$ cat src/rtl/uart_cmd_rx_pkg.sv
// Shared encodings and constants for the UART command receiver.
package uart_cmd_rx_pkg;

  localparam int unsigned CMD_W = 12;

  // The second byte of a command carries only the data nibble; its upper nibble must be this.
  localparam logic [3:0] BYTE1_HI = 4'h0;

  typedef enum logic [1:0] {
    StIdle,
    StStart,
    StData,
    StStop
  } byte_state_e;

  typedef enum logic {
    StWaitHi,
    StWaitLo
  } asm_state_e;

endpackage

$ cat src/rtl/uart_rx_byte.sv
// 8N1 byte receiver: two-flop synchronizer followed by a start/data/stop sampling FSM.
module uart_rx_byte
  import uart_cmd_rx_pkg::*;
#(
  parameter int unsigned CLKS_PER_BIT = 434
) (
  input  logic       clk,
  input  logic       rst,
  input  logic       rx,
  output logic       busy,
  output logic       start_det,
  output logic       byte_valid,
  output logic       byte_err,
  output logic [7:0] byte_data
);

  localparam int unsigned CntW = $clog2(CLKS_PER_BIT);
  localparam logic [CntW-1:0] HalfLast = CntW'(CLKS_PER_BIT / 2 - 1);
  localparam logic [CntW-1:0] FullLast = CntW'(CLKS_PER_BIT - 1);

  logic [1:0]      sync_q, sync_d;
  logic            rx_s;
  logic            rx_prev_q;
  byte_state_e     state_q, state_d;
  logic [CntW-1:0] cnt_q, cnt_d;
  logic [2:0]      bit_q, bit_d;
  logic [7:0]      shift_q, shift_d;

  assign sync_d = {sync_q[0], rx};
  assign rx_s   = sync_q[1];

  always_ff @(posedge clk or posedge rst) begin
    if (rst) begin
      sync_q    <= 2'b11;
      rx_prev_q <= 1'b1;
      state_q   <= StIdle;
      cnt_q     <= '0;
      bit_q     <= '0;
      shift_q   <= '0;
    end else begin
      sync_q    <= sync_d;
      rx_prev_q <= rx_s;
      state_q   <= state_d;
      cnt_q     <= cnt_d;
      bit_q     <= bit_d;
      shift_q   <= shift_d;
    end
  end

  always_comb begin
    state_d    = state_q;
    cnt_d      = cnt_q;
    bit_d      = bit_q;
    shift_d    = shift_q;
    start_det  = 1'b0;
    byte_valid = 1'b0;
    byte_err   = 1'b0;
    unique case (state_q)
      StIdle: begin
        cnt_d = '0;
        // Edge, not level: a held-low line must return high before a new start is seen.
        if (rx_prev_q && !rx_s) begin
          start_det = 1'b1;
          bit_d     = '0;
          state_d   = StStart;
        end
      end
      StStart: begin
        if (cnt_q == HalfLast) begin
          cnt_d   = '0;
          state_d = rx_s ? StIdle : StData;
        end else begin
          cnt_d = cnt_q + CntW'(1);
        end
      end
      StData: begin
        if (cnt_q == FullLast) begin
          cnt_d   = '0;
          shift_d = {rx_s, shift_q[7:1]};
          if (bit_q == 3'd7) begin
            state_d = StStop;
          end else begin
            bit_d = bit_q + 3'd1;
          end
        end else begin
          cnt_d = cnt_q + CntW'(1);
        end
      end
      StStop: begin
        if (cnt_q == FullLast) begin
          cnt_d      = '0;
          state_d    = StIdle;
          byte_valid = rx_s;
          byte_err   = !rx_s;
        end else begin
          cnt_d = cnt_q + CntW'(1);
        end
      end
      default: state_d = StIdle;
    endcase
  end

  assign busy      = (state_q != StIdle);
  assign byte_data = shift_q;

endmodule

$ cat src/rtl/uart_cmd_rx.sv
// Two-byte UART command receiver: assembles {address, op, data} and times out a missing byte 1.
module uart_cmd_rx
  import uart_cmd_rx_pkg::*;
#(
  parameter int unsigned CLKS_PER_BIT = 434,
  parameter int unsigned TIMEOUT_BITS = 20
) (
  input  logic             clk,
  input  logic             rst,
  input  logic             rx,
  output logic [CMD_W-1:0] cmd_buf,
  output logic             new_cmd,
  output logic             frame_err
);

  localparam int unsigned ToLimit = TIMEOUT_BITS * CLKS_PER_BIT;
  localparam int unsigned ToW     = $clog2(ToLimit);
  localparam logic [ToW-1:0] ToLast = ToW'(ToLimit - 1);

  logic       busy, start_det, byte_valid, byte_err;
  logic [7:0] byte_data;

  asm_state_e       asm_q, asm_d;
  logic [7:0]       hi_q, hi_d;
  logic [ToW-1:0]   to_cnt_q, to_cnt_d;
  logic [CMD_W-1:0] cmd_q, cmd_d;
  logic             new_cmd_q, new_cmd_d;
  logic             frame_err_q, frame_err_d;

  uart_rx_byte #(
    .CLKS_PER_BIT(CLKS_PER_BIT)
  ) u_rx_byte (
    .clk       (clk),
    .rst       (rst),
    .rx        (rx),
    .busy      (busy),
    .start_det (start_det),
    .byte_valid(byte_valid),
    .byte_err  (byte_err),
    .byte_data (byte_data)
  );

  always_ff @(posedge clk or posedge rst) begin
    if (rst) begin
      asm_q       <= StWaitHi;
      hi_q        <= '0;
      to_cnt_q    <= '0;
      cmd_q       <= '0;
      new_cmd_q   <= 1'b0;
      frame_err_q <= 1'b0;
    end else begin
      asm_q       <= asm_d;
      hi_q        <= hi_d;
      to_cnt_q    <= to_cnt_d;
      cmd_q       <= cmd_d;
      new_cmd_q   <= new_cmd_d;
      frame_err_q <= frame_err_d;
    end
  end

  always_comb begin
    asm_d       = asm_q;
    hi_d        = hi_q;
    to_cnt_d    = to_cnt_q;
    cmd_d       = cmd_q;
    new_cmd_d   = 1'b0;
    frame_err_d = 1'b0;
    if (byte_err) begin
      frame_err_d = 1'b1;
      asm_d       = StWaitHi;
    end else if (byte_valid) begin
      unique case (asm_q)
        StWaitHi: begin
          hi_d     = byte_data;
          to_cnt_d = '0;
          asm_d    = StWaitLo;
        end
        StWaitLo: begin
          if (byte_data[7:4] == BYTE1_HI) begin
            cmd_d     = {hi_q, byte_data[3:0]};
            new_cmd_d = 1'b1;
          end else begin
            frame_err_d = 1'b1;
          end
          asm_d = StWaitHi;
        end
        default: asm_d = StWaitHi;
      endcase
    end else if (asm_q == StWaitLo && !busy && !start_det) begin
      // Timer pauses while a byte is in flight; a start bit on the expiry cycle pre-empts it.
      if (to_cnt_q == ToLast) begin
        frame_err_d = 1'b1;
        asm_d       = StWaitHi;
      end else begin
        to_cnt_d = to_cnt_q + ToW'(1);
      end
    end
  end

  assign cmd_buf   = cmd_q;
  assign new_cmd   = new_cmd_q;
  assign frame_err = frame_err_q;

endmodule

$ cat config.mk
export PLATFORM = sky130hd
export DESIGN_NAME = uart_cmd_rx
export DESIGN_NICKNAME = d
export VERILOG_FILES = /design/src/rtl/uart_cmd_rx_pkg.sv /design/src/rtl/uart_rx_byte.sv /design/src/rtl/uart_cmd_rx.sv
export SDC_FILE = /design/constraint.sdc
export NUM_CORES = 1
export LEC_CHECK = 0
export ABC_CLOCK_PERIOD_IN_PS = 2100
export CORE_ASPECT_RATIO = 0.6
export CORE_MARGIN = 2
export CORE_UTILIZATION = 53
export DETAILED_ROUTE_END_ITERATION = 12
export GPL_TIMING_DRIVEN = 0
export PLACE_DENSITY = 0.75
export SLEW_MARGIN = 20
export SYNTH_ARGS = -nofsm -noshare
export SYNTH_HDL_FRONTEND = slang
export SYNTH_SLANG_ARGS = --single-unit
export TNS_END_PERCENT = 100
$ cat constraint.sdc
create_clock -name clk -period 2.1 [get_ports clk]
set_input_delay 0.525 -clock clk [delete_from_list [all_inputs] [get_ports clk]]
set_output_delay 0.525 -clock clk [all_outputs]
set_load 0.01 [all_outputs]
# Word-level counts from Yosys, hierarchy flattened
# Index checks and enable logic that the tools add are counted.
# word_totals
ff_bits	62
latch_bits	0
mem_bits_rw	0
mem_bits_ro	0
inputBits	3
output_inout_bits	14
elab_cells	92
mem_count	0
# classes
addsub	3
n_mul	0
div	0
n_lt_le_gt_ge	0
eq_ne	15
shifts	0
muxes	39
bitwise	2
n_reduce_logical	21
# ops
cell	count
14-bit 2-to-1 mux	4
9-bit case mux with 3 select lines	1
1-bit 2-to-1 mux	20
9-bit 2-to-1 mux	2
14-bit by 1-bit adder with 14-bit output, second input constant	1
14-bit == test, second input constant	1
2-bit 2-to-1 mux	6
4-bit AND reduction	3
2-bit by 1-bit inequality test with 1-bit output, second input constant	5
9-bit by 1-bit adder with 9-bit output, second input constant	1
9-bit by 8-bit == test with 1-bit output, second input constant	1
9-bit == test, second input constant	1
3-bit 2-to-1 mux	3
2-bit case mux with 4 select lines	1
2-bit inequality test, second input constant	3
3-bit case mux with 2 select lines	1
2-bit nonzero test	3
3-bit nonzero test	2
5-bit AND reduction	1
2-bit == test, second input constant	2
4-bit logical NOT	1
2-bit AND reduction	2
3-bit by 1-bit adder with 3-bit output, second input constant	1
3-bit == test, second input constant	1
8 further kinds	13

# Logic depth before layout (Yosys ltp)
# depth
word_depth	9
ltp_mapped	8
ltp_nobuf	6

# Hierarchy
# Synthesis repeated with hierarchy kept, for this count alone.
# unflattened
cells_unflattened	254
hier_area_um2	3029.2
# modules_own_cells
module	n_inst	cells_each	area_each_um2	seq_area_each_um2
uart_cmd_rx	1	156	1810.5	925.9
uart_rx_byte	1	98	1218.7	629.4

# Least setup slack after synthesis
# No wires, ideal clock.
# synth_timing
kind	register -> register
start	register to_cnt_q[0]
end	register to_cnt_q[2]
setup_ns	0.145
t_arrival_ns	1.668
required_time_ns	1.955
setup_slack_ns	0.287
path_stages_with_launch	8
n_path_buf	2
synth_period_minus_slack_ns	1.813
path_cell_list	dfrtp_1 -> ha_1 -> and4_1 -> and4_1 -> buf_4 -> buf_4 -> o311ai_0 -> o211ai_1
# synth_between
elab_chain_cells	4
word_cells_on_any_way	7
cone_classes	add/sub (1); eq/ne (2); mux (3); reduce/logical (1)
# synth_lines
element	line	rtl
start, declared	uart_cmd_rx.sv:25	logic [ToW-1:0] to_cnt_q, to_cnt_d;
start signal, assigned	uart_cmd_rx.sv:54	to_cnt_q <= to_cnt_d;
14-bit by 1-bit adder with 14-bit output	uart_cmd_rx.sv:95	to_cnt_d = to_cnt_q + ToW'(1);
14-bit 2-to-1 mux	uart_cmd_rx.sv:91	if (to_cnt_q == ToLast) begin
14-bit 2-to-1 mux	uart_cmd_rx.sv:89	end else if (asm_q == StWaitLo && !busy && !start_det) begin
14-bit 2-to-1 mux	uart_cmd_rx.sv:71	end else if (byte_valid) begin
# Parallel ways exist; a longest one is shown, timed or not. The select of a mux whose other input is x is not followed.
# A chain may end at the register's enable or synchronous reset.

# Final worst setup path
# layout_timing
start	register u_rx_byte.cnt_q[1]
end	register cmd_q[0], in the netlist cmd_buf[0]
# layout_between
elab_chain_cells	5
word_cells_on_any_way	7
cone_classes	eq/ne (1); mux (4); bitwise (1); reduce/logical (1)
# layout_lines
element	line	rtl
start, declared	uart_rx_byte.sv:25	logic [CntW-1:0] cnt_q, cnt_d;
start signal, assigned	uart_rx_byte.sv:44	cnt_q <= cnt_d;
9-bit == test (*)	uart_rx_byte.sv:90	if (cnt_q == FullLast) begin
1-bit 2-to-1 mux	uart_rx_byte.sv:90	
1-bit 2-to-1 mux	uart_rx_byte.sv:58	unique case (state_q)
1-bit NOT (no line)	--	
4-bit AND reduction (no line) (*)	--	
end signal, assigned	uart_cmd_rx.sv:55	cmd_q <= cmd_d;
end, declared	uart_cmd_rx.sv:26	logic [CMD_W-1:0] cmd_q, cmd_d;
# Mark *: on every way between the ends. The rest lies on a longest branch, timed or not.

==> flow_summary.toml <==
[clocking]
clk_path_buf_depth = 2
clk_pin_slew_worst_paths_ns = 0.06
clockRootBuffer = "clkbuf_8"
clock-sinks = 62
h-tree-depth = 3
cts_tree = "yes"
clkLatencyLatePin_ns = 0.34
cts_buffers = 9
cts_hold_buffers = 0

[synth]
synth_ff_type = "dfrtp_1"
syn-cell-area_sq_mm = 0.002967
ys_seq_area_frac = 0.5243
synthTopCellsByArea = "dfrtp_1 (50%), mux2_2 (12%), dfstp_2 (2.7%), ha_1 (2.5%), a221o_1 (2.4%)"
synthCells = 248
ys_types = 50
yosysMostFrequentCell = "dfrtp_1"
yosys.area.top_type_share = 0.4977
synth_seq_cells = 62
synth_edf_count = 0
yosysTopAreaCell = "dfrtp_1"
synthesis.nets = 257
synthArstFlopShare = 1.000
synth-warning-count = 0
synth.avg_cell_area_sq_um = 11.96
yosys-top-cells-count = "dfrtp_1 (59), mux2_2 (31), nor2_1 (14)"

[floorplanning]
die_h_microns = 61.95
rows = 21
initial_core_util = 0.5402
fp.dieArea_sq_mm = 0.006231
core_sq_mm = 0.005492
ios = 17
dieWidth_microns = 100.6

[setup_path]
cp.arrival_ns = 2.21
crit_path_start_kind = "register"
critical_path.top_delay_family = "simple AND/OR/NAND/NOR gates"
cpPeakStageDelay_ns = 0.39
end_kind = "register"
reg2regPathDepth = 7
reg2reg_to = "cmd_buf[0]$_DFFE_PP0P_"
rr_startpoint = "u_rx_byte.cnt_q[1]$_DFF_PP0_"
critical_path_cell_count = 7
r2r_setup_slack_ns = 0.11
crit_buf_inv = 2
worstPathMaxFanout = 10
crit_slowest_cell = "dfrtp_1"
path_class = "register to register"
worstPathRequired_ns = 2.32
crit_chain = "inv_1, ha_1, and4b_1, nand3_1, nor2_2, buf_4, mux2_2"

[sta]
tightest_slew_ns = 0.5148
hold_viol_final = 0
fin_tns_setup_ns = 0
fin_crit_ns = 1.990
rsz0062_at_grt = "false"
clock_skew_ns = 0.009465
fin_crit_sh = 0.9478
setup_viol = 0
maxSlewViolCount = 0
slew_headroom = 0.6539
fmax_mhz = 502.4

[grt]
grt_overflow = 0
grt_max_degree = 55
grt_util_all_layers = 0.2077
grt_pass1_vias = 1886
antenna_found_initial = 0
grt_pass1_wl_microns = 9563

[detailed_routing]
routedWlPerCell_microns = 16.24
post_drt_via_cell_ratio = 5.726
drt-total-wl_microns = 5683
initialDrtViolationCount = 101
vias = 2004
route.detailed.drc = 0
firstDrtPassIters = 4
ant_nets = 0

[power_and_ir_drop]
finalPower_uw = 2801
cellLeakagePower_uw = 0.001591
power_density_mw_per_mm2 = 801.5
ir_worst_vdd_mv = 0.5541

[min_path]
hold_end = "u_rx_byte.sync_q[1]$_DFF_PP1_"
hold_start = "u_rx_byte.sync_q[0]$_DFF_PP1_"
min_path_cells = 0
hold_class = "register to register"

[final_layout]
final_cells = 350
syn_to_final_growth_pct = 17.80
drive_gt1_frac = 0.2349
fin_util = 0.6364
diodes = 0
final_area_sq_mm = 0.003495
finalNetCount = 285

[placement]
placed_cell_area_sq_mm = 0.003243
post-dp-hpwl_microns = 3959
place_congestion = 0.9226
dp_cells = 334
io_buffers = 16

[status]
run_status = "completed"

[run]
drv_cap = 0
## sequential cells by signal, summed over array words and instances (netlist names), 2 cells and up, named ones only
register	count
cmd_buf	12
hi_q	8
u_rx_byte.bit_q	3
to_cnt_q	14
u_rx_byte.cnt_q	9
u_rx_byte.sync_q	2
u_rx_byte.byte_data	8
## worst max path at each step
stage                            startpoint                                  to
3_5_place_dp   u_rx_byte.cnt_q[1]$_DFF_PP0_              cmd_buf[1]$_DFFE_PP0P_
2_1_floorplan                           rst          asynchronous set/reset pin
6_report       u_rx_byte.cnt_q[1]$_DFF_PP0_              cmd_buf[0]$_DFFE_PP0P_
3_3_place_gp                            rst        u_rx_byte.cnt_q[6]$_DFF_PP0_
5_1_grt        u_rx_byte.cnt_q[1]$_DFF_PP0_  u_rx_byte.byte_data[1]$_DFFE_PP0P_
4_1_cts        u_rx_byte.cnt_q[1]$_DFF_PP0_              cmd_buf[4]$_DFFE_PP0P_
## layer usage
| layer | track usage | up-vias | wire length, microns |
|---|---|---|---|
| li1 | - | 983 | - |
| met5 | 0 | - | 0 |
| met3 | 0.08389 | 5 | 228 |
| met4 | 0.06458 | 0 | 51 |
| met2 | 0.2790 | 33 | 2413 |
| met1 | 0.3055 | 983 | 2989 |
## logic make-up after synthesis
family                     synth area share
xor gates and xnor gates            0.02362
adders and majority gates           0.02531
buffers and inverters               0.04513
AOI/OAI and AO/OA                   0.09237
muxes                                0.1210
and+or+nand+nor                      0.1683
DFF                                  0.5243
## what timing repair did
action                     in CTS  in global routing
buffers inserted                0                  0
setup endpoints to repair       3                 14
gates resized for setup         1                  3
## cell usage in the layout (no fill, tap or decap), types with 6 or more instances in the layout
master / Yosys / final
dfrtp_1: 59 / 59
mux2_2: 31 / 31
clkdlybuf4s50_1: 0 / 16
nor2_1: 14 / 13
nand2_1: 10 / 10
clkbuf_8: 0 / 10
nor4_1: 10 / 9
nand3_1: 9 / 9
inv_1: 9 / 8
a221o_1: 7 / 7
nor3_1: 6 / 6
ha_1: 6 / 6
## final cells by class
class / instances / area (sq um)
buffer: 13 / 102.6
clock buffer: 12 / 145.1
clock inverter: 4 / 95.09
fill: 430 / 1997
inverter: 9 / 36.28
multi-input combinational: 164 / 1286
sequential: 62 / 1555
tap: 69 / 86.33
timing repair buffer: 17 / 187.7
## worst reg2reg max path: cells and delay by family (launching register included)
| family | cells | cell delay, ns |
|---|---|---|
| mux | 1 | 0.35 |
| simple gates | 3 | 0.63 |
| fa+ha+maj | 1 | 0.17 |
| flops | 1 | 0.39 |
| buf+inv | 2 | 0.32 |
## per-stage QoR
stage                     setup slack [ns]  hold slack, ns
final                               0.1096          0.3611
after global routing               0.01893          0.3677
after CTS                          0.07543          0.3618
after detailed placement           0.03083          0.3496
after global placement              -1.073          0.3470
after floorplan                    0.03857          0.3452
## where the power goes
group | total [uW] | switching (uW) | internal (uW)
Sequential | 1300 | 55.3 | 1250
Combinational | 243 | 136 | 107
Clock | 1250 | 435 | 820
Total | 2800 | 626 | 2170
Note: power is estimated with default switching activity, not from simulation.
